## config.mk

```make
export PLATFORM = sky130hd
export DESIGN_NAME = cam_capture_ctrl_flat
export DESIGN_NICKNAME = d
export VERILOG_FILES = /design/src/rtl/cam_capture_ctrl_pkg.sv /design/src/rtl/cam_capture_ctrl_if.sv /design/src/rtl/cam_capture_ctrl_packer.sv /design/src/rtl/cam_capture_ctrl.sv /design/src/flat_wrapper.sv
export SDC_FILE = /design/constraint.sdc
export NUM_CORES = 1
export LEC_CHECK = 0
export ABC_AREA = 1
export CORE_UTILIZATION = 55
export CTS_BUF_LIST = sky130_fd_sc_hd__clkbuf_16
export CTS_CLUSTER_DIAMETER = 200
export DETAILED_ROUTE_END_ITERATION = 8
export PLACE_DENSITY = 0.86
export REMOVE_ABC_BUFFERS = 1
export SETUP_SLACK_MARGIN = 0.05
export SLEW_MARGIN = 15
export SYNTH_ARGS = -nofsm -noshare
export SYNTH_HDL_FRONTEND = slang
export SYNTH_HIERARCHICAL = 1
export SYNTH_SLANG_ARGS = --single-unit
```

## constraint.sdc

```tcl
create_clock -name PCLK -period 4.4 [get_ports PCLK]
set_input_delay 0.88 -clock PCLK [delete_from_list [all_inputs] [get_ports PCLK]]
set_output_delay 0.88 -clock PCLK [all_outputs]
set_load 0.005 [all_outputs]
```

## src/rtl/cam_capture_ctrl_pkg.sv

```systemverilog
// ---------------------------------------------------------------------------
// cam_capture_ctrl_pkg
// Shared definitions for the OV7670 frame-capture slice:
//   - state_t        : capture sequencer states
//   - IMG_*_DEF/AW_DEF: default frame geometry and buffer address width
//   - R/G/B_* slices : where the RGB332 fields come from in the two RGB565 bytes
//   - packRgb332     : folds the first (RRRRRGGG) and second (GGGBBBBB) byte
//                      into one {R[2:0],G[2:0],B[1:0]} pixel
// ---------------------------------------------------------------------------
package cam_capture_ctrl_pkg;

  typedef enum logic [2:0] {
    ST_IDLE,
    ST_WAIT_VS,
    ST_WAIT_ACT,
    ST_CAPTURE,
    ST_DONE
  } state_t;

  localparam int IMG_W_DEF = 160;
  localparam int IMG_H_DEF = 120;
  localparam int AW_DEF    = 15;

  // Top three red bits and top three green bits live in the first byte,
  // top two blue bits sit at [4:3] of the second byte.
  localparam int R_HI = 7;
  localparam int R_LO = 5;
  localparam int G_HI = 2;
  localparam int G_LO = 0;
  localparam int B_HI = 4;
  localparam int B_LO = 3;

  function automatic logic [7:0] packRgb332(input logic [7:0] hiByte,
                                            input logic [7:0] loByte);
    return {hiByte[R_HI:R_LO], hiByte[G_HI:G_LO], loByte[B_HI:B_LO]};
  endfunction

endpackage

```

## src/rtl/cam_capture_ctrl_if.sv

```systemverilog
// ---------------------------------------------------------------------------
// cam_capture_ctrl_if
// Bundles the camera-side inputs, the control handshake and the frame-buffer
// write port of the capture controller.
//   start            : one-cycle capture request
//   VSYNC/HREF/D     : camera frame sync, line valid, data byte
//   mem_addr/data/we : frame-buffer write port (RGB332 data)
//   busy/done        : capture in progress / end-of-capture pulse
//   line_err         : sticky short-line flag
// slave  = controller side, master = camera + host side.
// ---------------------------------------------------------------------------
interface cam_capture_ctrl_if #(
  parameter int AW = 15
);
  logic          start;
  logic          VSYNC;
  logic          HREF;
  logic [7:0]    D;
  logic [AW-1:0] mem_addr;
  logic [7:0]    mem_data;
  logic          mem_we;
  logic          busy;
  logic          done;
  logic          line_err;

  modport slave (
    input  start, VSYNC, HREF, D,
    output mem_addr, mem_data, mem_we, busy, done, line_err
  );

  modport master (
    output start, VSYNC, HREF, D,
    input  mem_addr, mem_data, mem_we, busy, done, line_err
  );
endinterface

```

## src/rtl/cam_capture_ctrl_packer.sv

```systemverilog
// ---------------------------------------------------------------------------
// rgb565_to_rgb332_packer
// Pairs camera bytes into pixels. Every enabled cycle with HREF high toggles
// the byte phase; the first byte is latched, and on the second byte the
// packed RGB332 pixel is presented combinationally with pixelValid_o so the
// controller can register it into the write port on the same edge.
//   clk_i, rst_i   : pixel clock, synchronous active-high reset
//   clear_i        : forces phase back to the first byte (line end / idle)
//   en_i           : packing enabled (controller is capturing)
//   href_i, d_i    : camera line valid and data byte
//   pixelValid_o   : second byte of a pair is on d_i this cycle
//   pixel_o        : packed {R[2:0],G[2:0],B[1:0]}
// ---------------------------------------------------------------------------
module rgb565_to_rgb332_packer
  import cam_capture_ctrl_pkg::*;
(
  input  logic       clk_i,
  input  logic       rst_i,
  input  logic       clear_i,
  input  logic       en_i,
  input  logic       href_i,
  input  logic [7:0] d_i,
  output logic       pixelValid_o,
  output logic [7:0] pixel_o
);

  logic       phase_q;
  logic [7:0] firstByte_q;

  // Byte phase and first-byte latch; clearing realigns pairing at each line.
  always_ff @(posedge clk_i) begin
    if (rst_i || clear_i) begin
      phase_q     <= 1'b0;
      firstByte_q <= 8'h00;
    end else if (en_i && href_i) begin
      if (!phase_q) begin
        firstByte_q <= d_i;
      end
      phase_q <= ~phase_q;
    end
  end

  assign pixelValid_o = en_i & href_i & phase_q;
  assign pixel_o      = packRgb332(firstByte_q, d_i);

endmodule

```

## src/rtl/cam_capture_ctrl.sv

```systemverilog
// ---------------------------------------------------------------------------
// cam_capture_ctrl
// Frame-capture sequencer for an OV7670. A start pulse arms it; it then waits
// for a full VSYNC blanking interval (rise then fall) so capture always begins
// at a frame boundary, packs HREF-qualified byte pairs into RGB332 pixels and
// writes them to the frame buffer, IMG_W pixels per line, IMG_H lines.
//   PCLK : camera pixel clock, all logic on its rising edge
//   rst  : synchronous active-high reset
//   bus  : cam_capture_ctrl_if slave (camera inputs, start, write port,
//          busy/done/line_err status)
// ---------------------------------------------------------------------------
module cam_capture_ctrl
  import cam_capture_ctrl_pkg::*;
#(
  parameter int IMG_W = IMG_W_DEF,
  parameter int IMG_H = IMG_H_DEF,
  parameter int AW    = AW_DEF
) (
  input  logic               PCLK,
  input  logic               rst,
  cam_capture_ctrl_if.slave  bus
);

  localparam int XW = $clog2(IMG_W + 1);
  localparam int YW = $clog2(IMG_H + 1);
  localparam logic [XW-1:0] X_MAX  = XW'(IMG_W);
  localparam logic [YW-1:0] Y_MAX  = YW'(IMG_H);
  localparam logic [AW-1:0] LINE_W = AW'(IMG_W);

  state_t        state_q;
  logic          vsPrev_q;
  logic          hrefPrev_q;
  logic [XW-1:0] x_q;
  logic [YW-1:0] y_q;
  logic [AW-1:0] wrPtr_q;
  logic [AW-1:0] lineBase_q;
  logic [AW-1:0] memAddr_q;
  logic [7:0]    memData_q;
  logic          memWe_q;
  logic          busy_q;
  logic          done_q;
  logic          lineErr_q;

  logic          vsRise;
  logic          vsFall;
  logic          hrefFall;
  logic          lineCounted;
  logic [YW-1:0] yNext_d;
  logic          frameFull;
  logic          capturing;
  logic          pixelValid;
  logic [7:0]    pixel;

  // Edge detection against the registered copies, plus the line/frame
  // accounting that decides whether this cycle ends the capture. A line that
  // ends together with a VSYNC rise is counted before the capture terminates.
  always_comb begin
    vsRise      = bus.VSYNC & ~vsPrev_q;
    vsFall      = ~bus.VSYNC & vsPrev_q;
    hrefFall    = hrefPrev_q & ~bus.HREF;
    lineCounted = hrefFall && (x_q != '0);
    yNext_d     = lineCounted ? (y_q + YW'(1)) : y_q;
    frameFull   = (yNext_d >= Y_MAX);
    capturing   = (state_q == ST_CAPTURE);
  end

  rgb565_to_rgb332_packer u_packer (
    .clk_i        (PCLK),
    .rst_i        (rst),
    .clear_i      (~capturing | hrefFall),
    .en_i         (capturing),
    .href_i       (bus.HREF),
    .d_i          (bus.D),
    .pixelValid_o (pixelValid),
    .pixel_o      (pixel)
  );

  // Capture sequencer. The write strobe and done are single-cycle by default;
  // a write issued in the last CAPTURE cycle still appears during DONE.
  // Pixels past IMG_W hold x at IMG_W and are dropped. Each counted line
  // realigns the pointer to the next line base so short lines leave gaps.
  always_ff @(posedge PCLK) begin
    if (rst) begin
      state_q    <= ST_IDLE;
      vsPrev_q   <= 1'b0;
      hrefPrev_q <= 1'b0;
      x_q        <= '0;
      y_q        <= '0;
      wrPtr_q    <= '0;
      lineBase_q <= '0;
      memAddr_q  <= '0;
      memData_q  <= 8'h00;
      memWe_q    <= 1'b0;
      busy_q     <= 1'b0;
      done_q     <= 1'b0;
      lineErr_q  <= 1'b0;
    end else begin
      vsPrev_q   <= bus.VSYNC;
      hrefPrev_q <= bus.HREF;
      memWe_q    <= 1'b0;
      done_q     <= 1'b0;

      case (state_q)
        ST_IDLE: begin
          if (bus.start) begin
            busy_q    <= 1'b1;
            lineErr_q <= 1'b0;
            state_q   <= ST_WAIT_VS;
          end
        end

        ST_WAIT_VS: begin
          if (vsRise) begin
            state_q <= ST_WAIT_ACT;
          end
        end

        ST_WAIT_ACT: begin
          if (vsFall) begin
            x_q        <= '0;
            y_q        <= '0;
            wrPtr_q    <= '0;
            lineBase_q <= '0;
            memAddr_q  <= '0;
            state_q    <= ST_CAPTURE;
          end
        end

        ST_CAPTURE: begin
          if (pixelValid && (x_q < X_MAX)) begin
            x_q <= x_q + XW'(1);
            if (y_q < Y_MAX) begin
              memWe_q   <= 1'b1;
              memData_q <= pixel;
              memAddr_q <= wrPtr_q;
              wrPtr_q   <= wrPtr_q + AW'(1);
            end
          end
          if (hrefFall) begin
            x_q <= '0;
            if (lineCounted) begin
              y_q        <= yNext_d;
              lineBase_q <= lineBase_q + LINE_W;
              wrPtr_q    <= lineBase_q + LINE_W;
              if (x_q < X_MAX) begin
                lineErr_q <= 1'b1;
              end
            end
          end
          if (frameFull || vsRise) begin
            done_q  <= 1'b1;
            busy_q  <= 1'b0;
            state_q <= ST_DONE;
          end
        end

        ST_DONE: begin
          state_q <= ST_IDLE;
        end

        default: begin
          state_q <= ST_IDLE;
        end
      endcase
    end
  end

  assign bus.mem_addr = memAddr_q;
  assign bus.mem_data = memData_q;
  assign bus.mem_we   = memWe_q;
  assign bus.busy     = busy_q;
  assign bus.done     = done_q;
  assign bus.line_err = lineErr_q;

endmodule

```

## src/flat_wrapper.sv

```systemverilog
// flat-port wrapper written by rule: the top's interface ports become plain ports
module cam_capture_ctrl_flat import cam_capture_ctrl_pkg::*;
#(
  parameter int IMG_W = IMG_W_DEF,
  parameter int IMG_H = IMG_H_DEF,
  parameter int AW    = AW_DEF
)
  (PCLK, rst, bus_start, bus_VSYNC, bus_HREF, bus_D, bus_mem_addr, bus_mem_data, bus_mem_we, bus_busy, bus_done, bus_line_err);
  cam_capture_ctrl_if #(.AW(AW)) bus_i ();
  input  logic PCLK;
  input  logic rst;
  input wire logic [$bits(bus_i.start)-1:0] bus_start;
  input wire logic [$bits(bus_i.VSYNC)-1:0] bus_VSYNC;
  input wire logic [$bits(bus_i.HREF)-1:0] bus_HREF;
  input wire logic [$bits(bus_i.D)-1:0] bus_D;
  output wire logic [$bits(bus_i.mem_addr)-1:0] bus_mem_addr;
  output wire logic [$bits(bus_i.mem_data)-1:0] bus_mem_data;
  output wire logic [$bits(bus_i.mem_we)-1:0] bus_mem_we;
  output wire logic [$bits(bus_i.busy)-1:0] bus_busy;
  output wire logic [$bits(bus_i.done)-1:0] bus_done;
  output wire logic [$bits(bus_i.line_err)-1:0] bus_line_err;
  assign bus_i.start = bus_start;
  assign bus_i.VSYNC = bus_VSYNC;
  assign bus_i.HREF = bus_HREF;
  assign bus_i.D = bus_D;
  assign bus_mem_addr = bus_i.mem_addr;
  assign bus_mem_data = bus_i.mem_data;
  assign bus_mem_we = bus_i.mem_we;
  assign bus_busy = bus_i.busy;
  assign bus_done = bus_i.done;
  assign bus_line_err = bus_i.line_err;
  cam_capture_ctrl #(.IMG_W(IMG_W), .IMG_H(IMG_H), .AW(AW)) u_core (.PCLK(PCLK), .rst(rst), .bus(bus_i));
endmodule
```

==> flow_summary.json <==
{
  "hold_start": "u_core/bus.busy",
  "synth-simple-area-share_pct": 29.8,
  "fp.dieH_um": 85.9,
  "antenna_found_initial": 0,
  "dp_slack_ns": 1.36,
  "first_pass_iters": 4,
  "wl_um": 9140,
  "max_freq_mhz": 349,
  "switching_power_w": 0.000465,
  "num_vias": 3657,
  "groute.usage.overall_pct": 25.9,
  "tightest_slew_ns": 0.642,
  "syn_area_mm2": 0.00387,
  "ys_seq_elements": 79,
  "dp_hpwl_um": 6140,
  "cp-end-kind": "flip-flop",
  "maxSlewViolCount": 0,
  "htreeDepth": 3,
  "crit_chain": "nand3_2, inv_2, nand2_1, nor2_1, nand3_4, nor2_4, inv_4, nand2_4, inv_2, a21oi_1, nor2_1",
  "place_inst": 667,
  "cap_violations": 0,
  "die_w_um": 85.9,
  "stdcell_count": 683,
  "layout.nets": 600,
  "path_clk_slew_ns": 0.06,
  "post_cts_buffers": 0,
  "design.core.area_mm2": 0.00679,
  "regArea_mm2": 0.00158,
  "postSynthCellCount": 546,
  "drcViolationCount": 0,
  "period_share_pct": 65.2,
  "min_path_cells": 2,
  "period_needed_ns": 2.87,
  "setup-violations-final": 0,
  "fin_ws_ns": 1.53,
  "numCtsBuffers": 9,
  "fin_util_pct": 67.9,
  "synth.distinct_cells": 43,
  "r2r-start": "u_core/state_q[1]",
  "hold_viol": 0,
  "synth_xor_area_share_pct": 2.03,
  "p_per_area_mw_per_mm2": 397,
  "clock_power_share_pct": 46.8,
  "r2r_setup_slack_ns": 1.53,
  "detail_route.wl_per_cell_um": 13.4,
  "reg2regPathDepth": 11,
  "clk_latency_ns": 0.34,
  "multi_input_area_mm2": 0.00192,
  "peakVddDrop_mv": 0.267,
  "cts_root_buf": "clkbuf_16",
  "clk_path_buf_depth": 2,
  "yosysSeqAreaShare_pct": 40.8,
  "ctsResizeCount": 0,
  "final.setup.tns_ns": 0,
  "cpMaxStageDelayCell": "inv_2",
  "ys.flop_type": "dfxtp_1",
  "syn_avg_cell_area_um2": 7.09,
  "intPower_w": 0.00137,
  "viasPerCell": 5.35,
  "dieArea_mm2": 0.00738,
  "grt_pass1_vias": 3426,
  "io-pin-count": 40,
  "place_congestion": 0.887,
  "drive_gt1_share_pct": 7.16,
  "antenna_left": 0,
  "initial_core_util_pct": 57.0,
  "clock_sinks": 79,
  "min_path_type": "reg2reg",
  "synth_edf_count": 0,
  "antenna_cells": 0,
  "r2r_end": "u_core/bus.mem_addr[6]",
  "yosysWarnings": 6,
  "combPwrFrac_pct": 12.1,
  "p_leak_nw": 1.85,
  "grt_max_degree": 29,
  "io_buffer_count": 39,
  "grt_pass1_wl_um": 15100,
  "p_total_w": 0.00183,
  "postCtsHoldBufs": 0,
  "synth_mux_area_share_pct": 0,
  "critPathMaxFanout": 20,
  "min_to": "u_core/bus.busy",
  "slew_headroom_pct": 57.1,
  "critPathRequiredTime_ns": 4.62,
  "swShare_pct": 25.4,
  "synthAdderAreaFrac_pct": 1.61,
  "cts_tree": "built",
  "path_class": "reg2reg",
  "area_growth_pct": 19.1,
  "crit_arrival_ns": 3.09,
  "rows": 30,
  "num-fill-cells": 558,
  "rsz0062_at_grt": "false",
  "status": "complete, no violations",
  "async_reset_ff_share_pct": 0,
  "drtIter0Drc": 167,
  "overflow": 0,
  "critPathMaxStageDelay_ns": 0.46,
  "p_seq_share_pct": 41.1,
  "clock_skew_ns": 0.00690,
  "start_kind": "flip-flop",
  "synth_top_family_by_area": "simple AND/OR/NAND/NOR gates",
  "synth_compound_area_share_pct": 16.1
}
-- placed cells by master (no fill, tap or decap), drive strengths merged, types with 3 or more instances in the layout --
cell | netlist | layout
a31oi | 5 | 5
nand4 | 5 | 5
inv | 62 | 64
nand2 | 120 | 120
bufinv | 0 | 3
o22ai | 7 | 7
nor2 | 90 | 90
ha | 5 | 5
clkdlybuf4s50 | 0 | 39
xor2 | 7 | 7
nor3 | 6 | 6
clkinv | 2 | 3
a21oi | 42 | 42
o21ai | 49 | 49
dfxtp | 79 | 79
nor3b | 3 | 3
clkbuf | 6 | 9
nand3 | 32 | 32
-- layer usage --
metal	up-vias	GRT usage [%]	share of wire, %
met5	-	0	0
met4	0	11.8	2.1
met1	1671	32.3	44
li1	1844	-	-
met3	19	5.97	5.8
met2	123	42.6	48
-- power groups by stage --
stage                     Sequential, W  Clock [W]  Combinational (W)
after floorplan                0.000768          0           0.000140
after global placement         0.000769          0           0.000213
after detailed placement       0.000769          0           0.000218
after CTS                      0.000753   0.000865           0.000220
after global routing           0.000757   0.000897           0.000247
final                          0.000754   0.000858           0.000222
-- state kept, by name (all words and copies together), names as in the netlist, 3 cells and up --
| name | count |
|---|---|
| u_core/bus.mem_addr | 15 |
| u_core/bus.mem_data | 8 |
| u_core/lineBase_q | 10 |
| u_core/state_q | 3 |
| u_core/u_packer/firstByte_q | 6 |
| u_core/wrPtr_q | 15 |
| u_core/x_q | 8 |
| u_core/y_q | 7 |
-- worst max-delay path, delay by kind of cell, from the launching register on --
| family | cells | cell delay (ns) |
|---|---|---|
| AOI/OAI and AO/OA | 1 | 0.16 |
| DFF | 1 | 0.42 |
| buffers and inverters | 3 | 0.73 |
| and+or+nand+nor | 7 | 1.44 |
-- layout make-up --
| class | instances | share of cell area (%) |
|---|---|---|
| clock buffer | 9 | 4.88 |
| clock inverter | 7 | 2.58 |
| inverter | 64 | 5.26 |
| multi-input combinational | 387 | 41.6 |
| sequential | 79 | 34.3 |
| tap | 96 | 2.60 |
| timing repair buffer | 41 | 8.79 |
-- logic make-up after synthesis --
kind of cell,after synthesis
buf+inv,80
fa+ha+maj,5
flops,79
xor+xnor,9
simple gates,258
compound gates,115
-- synthesized netlist by cell type, types with 6 or more instances --
cell	n	area, µm²
nor2_1	82	308
o22ai_1	7	43.8
inv_1	55	206
dfxtp_1	79	1580
xor2_1	7	61.3
inv_2	6	22.5
o21ai_0	44	220
nand3_1	29	145
a21oi_1	42	210
nand2_1	115	432
-- through the flow --
step	cell area, µm²	hold WS, ns
final	4610	0.472
after global routing	4610	0.505
after detailed placement	4270	0.469
after floorplan	3740	0.449
after global placement	4270	0.456
after CTS	4610	0.478
-- worst max-delay path by stage --
stage	end	slack, ns	cells after the start	start
after floorplan	u_core/wrPtr_q[12]	2.22	11	u_core/state_q[1]
after global placement	u_core/wrPtr_q[1]	1.40	9	bus_HREF
after detailed placement	u_core/wrPtr_q[1]	1.36	9	bus_HREF
after CTS	u_core/bus.mem_addr[4]	1.56	11	u_core/state_q[1]
after global routing	u_core/bus.mem_addr[7]	1.24	11	u_core/state_q[1]
final	u_core/bus.mem_addr[6]	1.53	11	u_core/state_q[1]
No activity file was read; power rests on OpenSTA's default activity.
